$ cat src/rtl/debouncer_pkg.sv
// Shared types and helpers for the debouncer and related control blocks.
// Holds the 2-bit FSM state encodings and a constant-evaluable clog2.
package debouncer_pkg;

  typedef enum logic [1:0] {
    STABLE_LOW  = 2'b00,
    PEND_HIGH   = 2'b01,
    STABLE_HIGH = 2'b10,
    PEND_LOW    = 2'b11
  } db_state_e;

  function automatic int unsigned clog2(input int unsigned value);
    int unsigned result;
    int unsigned rem;
    result = 0;
    rem    = value - 1;
    while (rem != 0) begin
      result = result + 1;
      rem    = rem >> 1;
    end
    return result;
  endfunction

endpackage

$ cat src/rtl/debouncer_synchronizer.sv
// Reusable multi-flop synchronizer for a single asynchronous level input.
// The last stage is the only output; all stages reset to RESET_LEVEL.
module synchronizer #(
  parameter int STAGES      = 2,
  parameter bit RESET_LEVEL = 1'b0
) (
  input  logic clk,
  input  logic rst,
  input  logic in,
  output logic out
);

  logic [STAGES-1:0] sync_q;
  logic [STAGES-1:0] sync_d;

  always_comb begin
    sync_d = {sync_q[STAGES-2:0], in};
  end

  always_ff @(posedge clk or posedge rst) begin
    if (rst) begin
      sync_q <= {STAGES{RESET_LEVEL}};
    end else begin
      sync_q <= sync_d;
    end
  end

  assign out = sync_q[STAGES-1];

endmodule

$ cat src/rtl/debouncer.sv
// Switch/button debouncer: synchronizer followed by a four-state FSM that
// only accepts a new level after it has been held for DEBOUNCE_CYCLES cycles.
//
// state       | meaning
// STABLE_LOW  | out=0, sync_in agrees with out
// PEND_HIGH   | out=0, sync_in=1 being timed
// STABLE_HIGH | out=1, sync_in agrees with out
// PEND_LOW    | out=1, sync_in=0 being timed
module debouncer
  import debouncer_pkg::*;
#(
  parameter int DEBOUNCE_CYCLES = 1000,
  parameter int SYNC_STAGES     = 2,
  parameter bit RESET_LEVEL     = 1'b0
) (
  input  logic clk,
  input  logic rst,
  input  logic in,
  output logic out,
  output logic settling
);

  localparam int unsigned CNT_W = clog2(DEBOUNCE_CYCLES);
  // The edge that enters PEND is the first cycle of the hold, so the last
  // counted value before acceptance is DEBOUNCE_CYCLES-2.
  localparam logic [CNT_W-1:0] CNT_LAST = CNT_W'(DEBOUNCE_CYCLES - 2);
  localparam db_state_e RESET_STATE = RESET_LEVEL ? STABLE_HIGH : STABLE_LOW;

  logic             sync_in;
  db_state_e        state_q, state_d;
  logic [CNT_W-1:0] cnt_q, cnt_d;
  logic             out_q, out_d;
  logic             settling_q, settling_d;

  synchronizer #(
    .STAGES      (SYNC_STAGES),
    .RESET_LEVEL (RESET_LEVEL)
  ) u_sync (
    .clk (clk),
    .rst (rst),
    .in  (in),
    .out (sync_in)
  );

  always_comb begin
    state_d = state_q;
    cnt_d   = '0;
    case (state_q)
      STABLE_LOW: begin
        if (sync_in) state_d = PEND_HIGH;
      end
      PEND_HIGH: begin
        if (!sync_in)              state_d = STABLE_LOW;
        else if (cnt_q == CNT_LAST) state_d = STABLE_HIGH;
        else                       cnt_d = cnt_q + 1'b1;
      end
      STABLE_HIGH: begin
        if (!sync_in) state_d = PEND_LOW;
      end
      PEND_LOW: begin
        if (sync_in)               state_d = STABLE_HIGH;
        else if (cnt_q == CNT_LAST) state_d = STABLE_LOW;
        else                       cnt_d = cnt_q + 1'b1;
      end
      default: state_d = RESET_STATE;
    endcase
    out_d      = (state_d == STABLE_HIGH) || (state_d == PEND_LOW);
    settling_d = (state_d == PEND_HIGH) || (state_d == PEND_LOW);
  end

  always_ff @(posedge clk or posedge rst) begin
    if (rst) begin
      state_q    <= RESET_STATE;
      cnt_q      <= '0;
      out_q      <= RESET_LEVEL;
      settling_q <= 1'b0;
    end else begin
      state_q    <= state_d;
      cnt_q      <= cnt_d;
      out_q      <= out_d;
      settling_q <= settling_d;
    end
  end

  assign out      = out_q;
  assign settling = settling_q;

endmodule

$ cat config.mk
export PLATFORM = sky130hd
export DESIGN_NAME = debouncer
export DESIGN_NICKNAME = d
export VERILOG_FILES = /design/src/rtl/debouncer_pkg.sv /design/src/rtl/debouncer_synchronizer.sv /design/src/rtl/debouncer.sv
export SDC_FILE = /design/constraint.sdc
export NUM_CORES = 1
export LEC_CHECK = 0
export BUFFER_PORTS_ARGS = -buffer_cell sky130_fd_sc_hd__buf_2
export CORE_AREA = 4 4 41 43
export CTS_CLUSTER_SIZE = 40
export DETAILED_ROUTE_END_ITERATION = 16
export DIE_AREA = 0 0 45 47
export GPL_TIMING_DRIVEN = 1
export PLACE_DENSITY = 0.77
export SLEW_MARGIN = 0
export SYNTH_ARGS = -nofsm -noshare
export SYNTH_HDL_FRONTEND = slang
export SYNTH_SLANG_ARGS = --single-unit
export TNS_END_PERCENT = 30
$ cat constraint.sdc
create_clock -name clk -period 2.3 [get_ports clk]
set_input_delay 0.23 -clock clk [delete_from_list [all_inputs] [get_ports clk]]
set_output_delay 0.23 -clock clk [all_outputs]
set_load 0.01 [all_outputs]
==> run summary, run 1 <==
Cell variety after synth = 25
# Max-Cap Violations = 0
Setup violators final = 0
Vias = 480
Crit path from = cnt_q[0]
Fill cells = 122
WHS Path Cells = 1
CP max stage cell = dfrtp_1
Syn Nets = 66
Post-route insts no fill = 84
Unrepaired setup endpoints after global routing = false
Pint = 0.3393 mW
Routed length per instance = 13.98 um
Worst clock skew = 4.221 ps
Sw frac = 0.2292
Iteration-0 DRC Markers = 11
CTS clock-pin slew for the worst setup and hold paths = 90 ps
Pwr Density = 559.4 nW/um^2
CORE AREA = 1301 um^2
Met3 WL = 48 um
Maximum level of the CTS H-tree = 1
Metal-1 WL = 575 um
Seq cells post-synth = 15
Final #Nets = 75
Post-route ant nets = 0
YS warnings = 0
Placed Instances = 79
Drt drc = 0
Cell Chain, Critical Path = inv_1, ha_1, nand3b_1, nor4_2, mux2_2
Leak = 0.3439 nW
# diodes = 0
Area Growth Syn to Fin = 9.965%
Crit-path max cell delay = 430 ps
Fin Setup TNS = 0 ps
P_sw = 0.1009 mW
Status = finished, final reports clean
Area of the multi-input gates = 324.1 um^2
# port buffers = 4
Clock Tree Buf Depth = 2
Synth area leader = dfrtp_1
Post-CTS Setup Bufs = 0
Setup crit end kind = flop
Post-synthesis cell count = 61
Top Layer Used = met4
Pin count of the biggest net entering global routing = 16
Via density = 5.714
Layout cell share with drive strength beyond 1 = 0.2464
CTS tree = done
Post_cts resized = 0
Row count = 13
Die Span Y = 47 um
Die W = 45 um
Max FO, Critical Path = 5
Initial Util = 0.5500
Total die area = 2115 um^2
FF-to-FF Start = cnt_q[0]
Sink Count = 15
Worst Tran Pin Value = 548.7 ps
Vias in the first global route = 455
Critical Path AT = 1800 ps
Mean Syn Cell Area = 11.73 um^2
Worst-Skew Late Latency = 280 ps
Clock network fraction of total power = 0.340
Seq/Total Area, Yosys = 0.5245
Hold/Removal Path Class = in -> reg
CTS Buf Count = 3
Gp weighted congestion = 0.7566
Post-DP HPWL = 847.1 um
Critical path class = reg -> reg
Pre-Repair DR Iteration Count = 4
Routed wl met2 = 540 um
Pins over their slew limit = 0
First-pass GRT wire length = 2.125 mm
Area contributors post-synth = dfrtp_1, o311ai_4, xor2_1
Final period util = 0.7098
FF-to-FF path depth = 5
GRT overflow = 0
Startpoint types = flop
Total GRT Usage = 0.1427
Final hold viol count = 0
Final core utilization = 0.6048
Comb power frac = 0.043
Slew headroom = 0.6338
Hold Crit Start = in
Final wirelength = 1.174 mm
Worst vdd ir = 0.3072 mV
Peak Freq = 0.6125 GHz
Root buffer cell = clkbuf_4
Share of total power in sequential cells = 0.617
Yosys top cell area share = 0.5245
Data required, critical path = 2470 ps
Initial antenna violation count = 0
Mapped Area = 715.7 um^2
Reg area = 375.4 um^2
Final min period = 1633 ps
Ports = 5
==> critical path, delay by kind of cell, from the launching register on <==
kind          cells  cell delay (ps)
buf+inv           1               80
flops             1              430
mux               1              380
simple gates      2              500
fa+ha+maj         1              140
==> cell type report <==
cell class	instances	area share
Sequential cell	15	0.4769
Clock buffer	3	0.02862
Inverter	3	0.01431
Tap cell	15	0.02385
Multi-Input combinational cell	42	0.4118
Clock inverter	1	0.006359
Timing Repair Buffer	5	0.03816
==> final timing paths <==
kind / to / slack [ps]
setup reg to reg: out / 670
hold / removal: u_sync.sync_q[0] / 50
hold reg to reg: u_sync.sync_q[1] / 360
max in group asynchronous: cnt_q[7] / 1410
setup / recovery: out / 670
min in group asynchronous: state_q[1] / 530
==> power by group through the flow <==
| stage | clock network (mW) | registers [mW] | logic (mW) |
|---|---|---|---|
| 2_1_floorplan | 0 | 0.277 | 0.0120 |
| 3_3_place_gp | 0 | 0.277 | 0.0184 |
| 3_5_place_dp | 0 | 0.277 | 0.0180 |
| 4_1_cts | 0.152 | 0.272 | 0.0193 |
| 5_1_grt | 0.165 | 0.273 | 0.0214 |
| 6_report | 0.150 | 0.272 | 0.0189 |
==> cells in the mapped netlist <==
library cell and number:
or2b_1 1, nand3b_1 1, nand3_1 4, ha_1 2, inv_1 3, nand4_4 1
o41a_2 1, a21oi_2 1, nor2_1 5, clkbuf_2 1, xnor2_1 1, o311ai_4 1
nand2_1 3, mux2_2 2, o21ai_0 3, xor2_1 3, dfrtp_1 15, o31ai_1 2
nor4_2 1, or3_2 1, or4_4 1, or4_1 1, or3_1 2, nand4_1 1
a21oi_1 4
==> flip-flops by register name, indices dropped and copies added, names as in the netlist <==
register / count
cnt_q: 10
state_q: 2
u_sync.sync_q: 2
out: 1
==> logic make-up (layout without fill, tap and decap cells) <==
kind of cell,Yosys count,count (layout),synth area share
muxes,2,2,0.03147
AOI/OAI and AO/OA,12,12,0.1364
buffers and inverters,4,12,0.02272
DFF,15,15,0.5245
adders and majority gates,2,2,0.03496
and+or+nand+nor,22,22,0.2011
xor gates and xnor gates,4,4,0.04896
==> placed cells by master (no fill, tap or decap), types with 3 or more instances in the layout <==
cell type	netlist	routed
nand2_1	3	3
nand3_1	4	4
clkbuf_4	0	3
nor2_1	5	5
o21ai_0	3	3
inv_1	3	3
buf_2	0	4
xor2_1	3	3
dfrtp_1	15	15
a21oi_1	4	4
==> per-layer routing <==
layer | global-route usage | up-vias
li1 | - | 236
met1 | 0.1932 | 231
met2 | 0.2147 | 11
met3 | 0.04598 | 2
met4 | 0.05263 | 0
met5 | 0 | -
==> what timing repair did <==
action / CTS / global route
endpoints found under the hold margin: 15 / 0
hold buffers: 1 / 0
setup endpoints to repair: 0 / 0
==> through the flow <==
step	total power, mW	setup slack, ps	instance area (um^2)	hold WS (ps)
after global placement	0.2950	745.4	749.5	308.6
after detailed placement	0.2951	679.2	749.5	302.1
after floorplan	0.2888	791.8	715.7	131.5
after CTS	0.4429	665.2	787.0	44.72
after global routing	0.4589	549.2	787.0	44.32
final	0.4402	667.4	787.0	48.25
(Power assumes the default switching activity.)
==> inputs of run 2 (changes only) <==
ABC_AREA = 1   (was not set)
CORE_AREA = not set   (was 4 4 41 43)
CORE_MARGIN = 4   (was not set)
CORE_UTILIZATION = 55   (was not set)
DIE_AREA = not set   (was 0 0 45 47)
PLACE_DENSITY = 0.79   (was 0.77)
clock period = 1.6 ns   (was 2.3 ns; I/O delays follow)
==> run 2 against run 1 <==
  * Non-clock buffer count grew 1
  * Via count is 11% higher
  * Die area shrank 6.9%
  * Global-route usage grew 0.19 points
  * Register-to-register slack worse by 350 ps
  * Core utilization up 9.2 points
  * Sequential share of layout area is 1.7 points lower
  * Design area rose by 3.7%
  * Worst hold slack gained 320 ps
  * Final cell count grew 32%
  * Flip-flop and latch count is the same
  * Critical endpoint is now cnt_q[8]
  * Largest cell class unchanged
==> run summary, run 2 <==
YS warnings = 0
Asr flop ratio synth = 1.000
Setup crit end kind = flop
Clock Tree Buf Depth = 2
Maximum level of the CTS H-tree = 1
GRT overflow = 0
# diodes = 0
Root buffer cell = clkbuf_4
Hold/Removal Path Class = reg -> reg
Setup WS pre-CTS = 334.7 ps
Most used flip-flop cell after synthesis = dfrtp_1
Pre-Repair DR Iteration Count = 3
Final period util = 0.7990
Most flop-heavy register = cnt_q
Routed length per instance = 9.973 um
Hold Crit Start = u_sync.sync_q[0]
Iteration-0 DRC Markers = 4
Slew headroom = 0.6465
Delay-heaviest family, CP = simple AND/OR/NAND/NOR gates
Row count = 12
First-pass GRT wire length = 2.063 mm
Final #Nets = 103
Initial antenna violation count = 0
CP max stage cell = dfrtp_1
Post-synthesis cell count = 87
Initial Util = 0.6218
Area Growth Syn to Fin = 12.03%
Yosys top cell area share = 0.5155
Total GRT Usage = 0.1447
Final hold viol count = 0
WHS Path Cells = 0
Synth area leader = dfrtp_1
Final wirelength = 1.107 mm
Final min period = 1278 ps
Post_cts resized = 0
Fin Setup TNS = 0 ps
Leak = 0.3982 nW
Most frequent cells in the layout = nand2_1, inv_1, dfrtp_1
Syn Nets = 92
# Max-Cap Violations = 0
Critical Path AT = 1450 ps
CTS tree = done
Post-CTS Setup Bufs = 0
Die Span Y = 44.39 um
Final core utilization = 0.6966
Sink Count = 15
Worst Path Buf+Inv = 1
Status = finished, final reports clean
Max reg flops = 10
Vias = 533
R2R Setup Slk = 320 ps
Drt drc = 0
Mean Syn Cell Area = 8.370 um^2
EDFF count, synth = 0
Worst Tran Pin Value = 529.7 ps
Seq cells post-synth = 15
Pwr Density = 773.1 nW/um^2
CTS clock-pin slew for the worst setup and hold paths = 90 ps
# hold bufs at CTS = 2
Via density = 4.802
Worst vdd ir = 0.5879 mV
Max FO, Critical Path = 10
Pins over their slew limit = 0
Cell Chain, Critical Path = inv_1, ha_1, nand3_1, nor2_2, nand2_1, nand2_2, nor2_1
FF-to-FF Start = cnt_q[0]
Worst-Skew Late Latency = 280 ps
Startpoint types = flop
Gp weighted congestion = 0.7459
Unrepaired setup endpoints after global routing = false
Pin count of the biggest net entering global routing = 16
Data required, critical path = 1770 ps
Total die area = 1970 um^2
FF-to-FF path depth = 7
Critical path class = reg -> reg
# port buffers = 4
Fill cells = 93
Most frequent cell after synthesis = nand2_1
Post-DP HPWL = 865.3 um
Commonest non-fill, non-tap cell in the layout = nand2_1
Vias in the first global route = 518
Area contributors post-synth = dfrtp_1, nand2_1, inv_1
Mapped Area = 728.2 um^2
Cell variety after synth = 14
Worst clock skew = 4.658 ps
Ports = 5
Seq/Total Area, Yosys = 0.5155
Min-Delay Endpoint = u_sync.sync_q[1]
Worst R2R End = cnt_q[8]
Regs by FF count = cnt_q x10, state_q x2, u_sync.sync_q x2
Post-route ant nets = 0
Peak Freq = 0.7822 GHz
CORE AREA = 1171 um^2
Crit-path max cell delay = 430 ps
Die W = 44.39 um
Layout cell share with drive strength beyond 1 = 0.1546
Final setup margin = 321.5 ps
Top cells by count, synth = nand2_1, dfrtp_1, inv_1, nor2_1, nand3_1
Setup violators final = 0
CTS Buf Count = 3
==> run 2: worst max path at each step <==
stage | cells after the start | end | startpoint
5_1_grt | 7 | cnt_q[2] | cnt_q[0]
4_1_cts | 7 | cnt_q[8] | cnt_q[0]
2_1_floorplan | 7 | cnt_q[7] | cnt_q[0]
3_5_place_dp | 7 | cnt_q[7] | cnt_q[0]
6_report | 7 | cnt_q[8] | cnt_q[0]
3_3_place_gp | 7 | cnt_q[7] | cnt_q[0]
==> run 2: routing by layer <==
layer / track usage / vias up / share of wire
met5: 0 / - / 0
met4: 0.07229 / 0 / 0.026
met3: 0.02439 / 5 / 0.023
met2: 0.2500 / 6 / 0.51
met1: 0.1719 / 243 / 0.44
li1: - / 279 / -
==> run 2: cell type report <==
class | count | area [um^2] | share of cell area
sequential | 15 | 375.4 | 0.4601
multi-input combinational | 57 | 296.5 | 0.3635
inverter | 15 | 56.30 | 0.06902
timing repair buffer | 6 | 40.04 | 0.04908
clock buffer | 3 | 22.52 | 0.02761
tap | 14 | 17.52 | 0.02147
clock inverter | 1 | 7.507 | 0.009202
==> run 2: where the power goes <==
part,switching [mW],total [mW],internal [mW]
Clock,0.119,0.214,0.0950
Combinational,0.0168,0.0270,0.0102
Sequential,0.00505,0.390,0.385
Total,0.141,0.631,0.490
==> run 2: per-stage QoR <==
step / instance area (um^2) / total power [mW] / hold slack [ps] / std cells
final: 815.8 / 0.6307 / 363.5 / 111
after global routing: 815.8 / 0.6677 / 376.9 / 111
after CTS: 815.8 / 0.6383 / 365.7 / 111
after detailed placement: 765.7 / 0.4216 / 233.9 / 105
after global placement: 765.7 / 0.4202 / 221.1 / 105
after floorplan: 728.2 / 0.4132 / 61.48 / 87
==> run 2: kinds of logic after synthesis <==
logic type               Yosys count  synth area share
XOR/XNOR                           4           0.04812
flip-flops                        15            0.5155
AND/OR/NAND/NOR                   50            0.3179
adder cells (fa/ha/maj)            2           0.03436
buffers and inverters             15           0.07731
AO/OA/AOI/OAI                      1          0.006866
==> run 2: worst reg2reg max path, cell delays in order, from the launching register on <==
cell and delay [ps]:
dfrtp_1 430, inv_1 70, ha_1 140, nand3_1 80, nor2_2 130, nand2_1 80
nand2_2 160, nor2_1 70
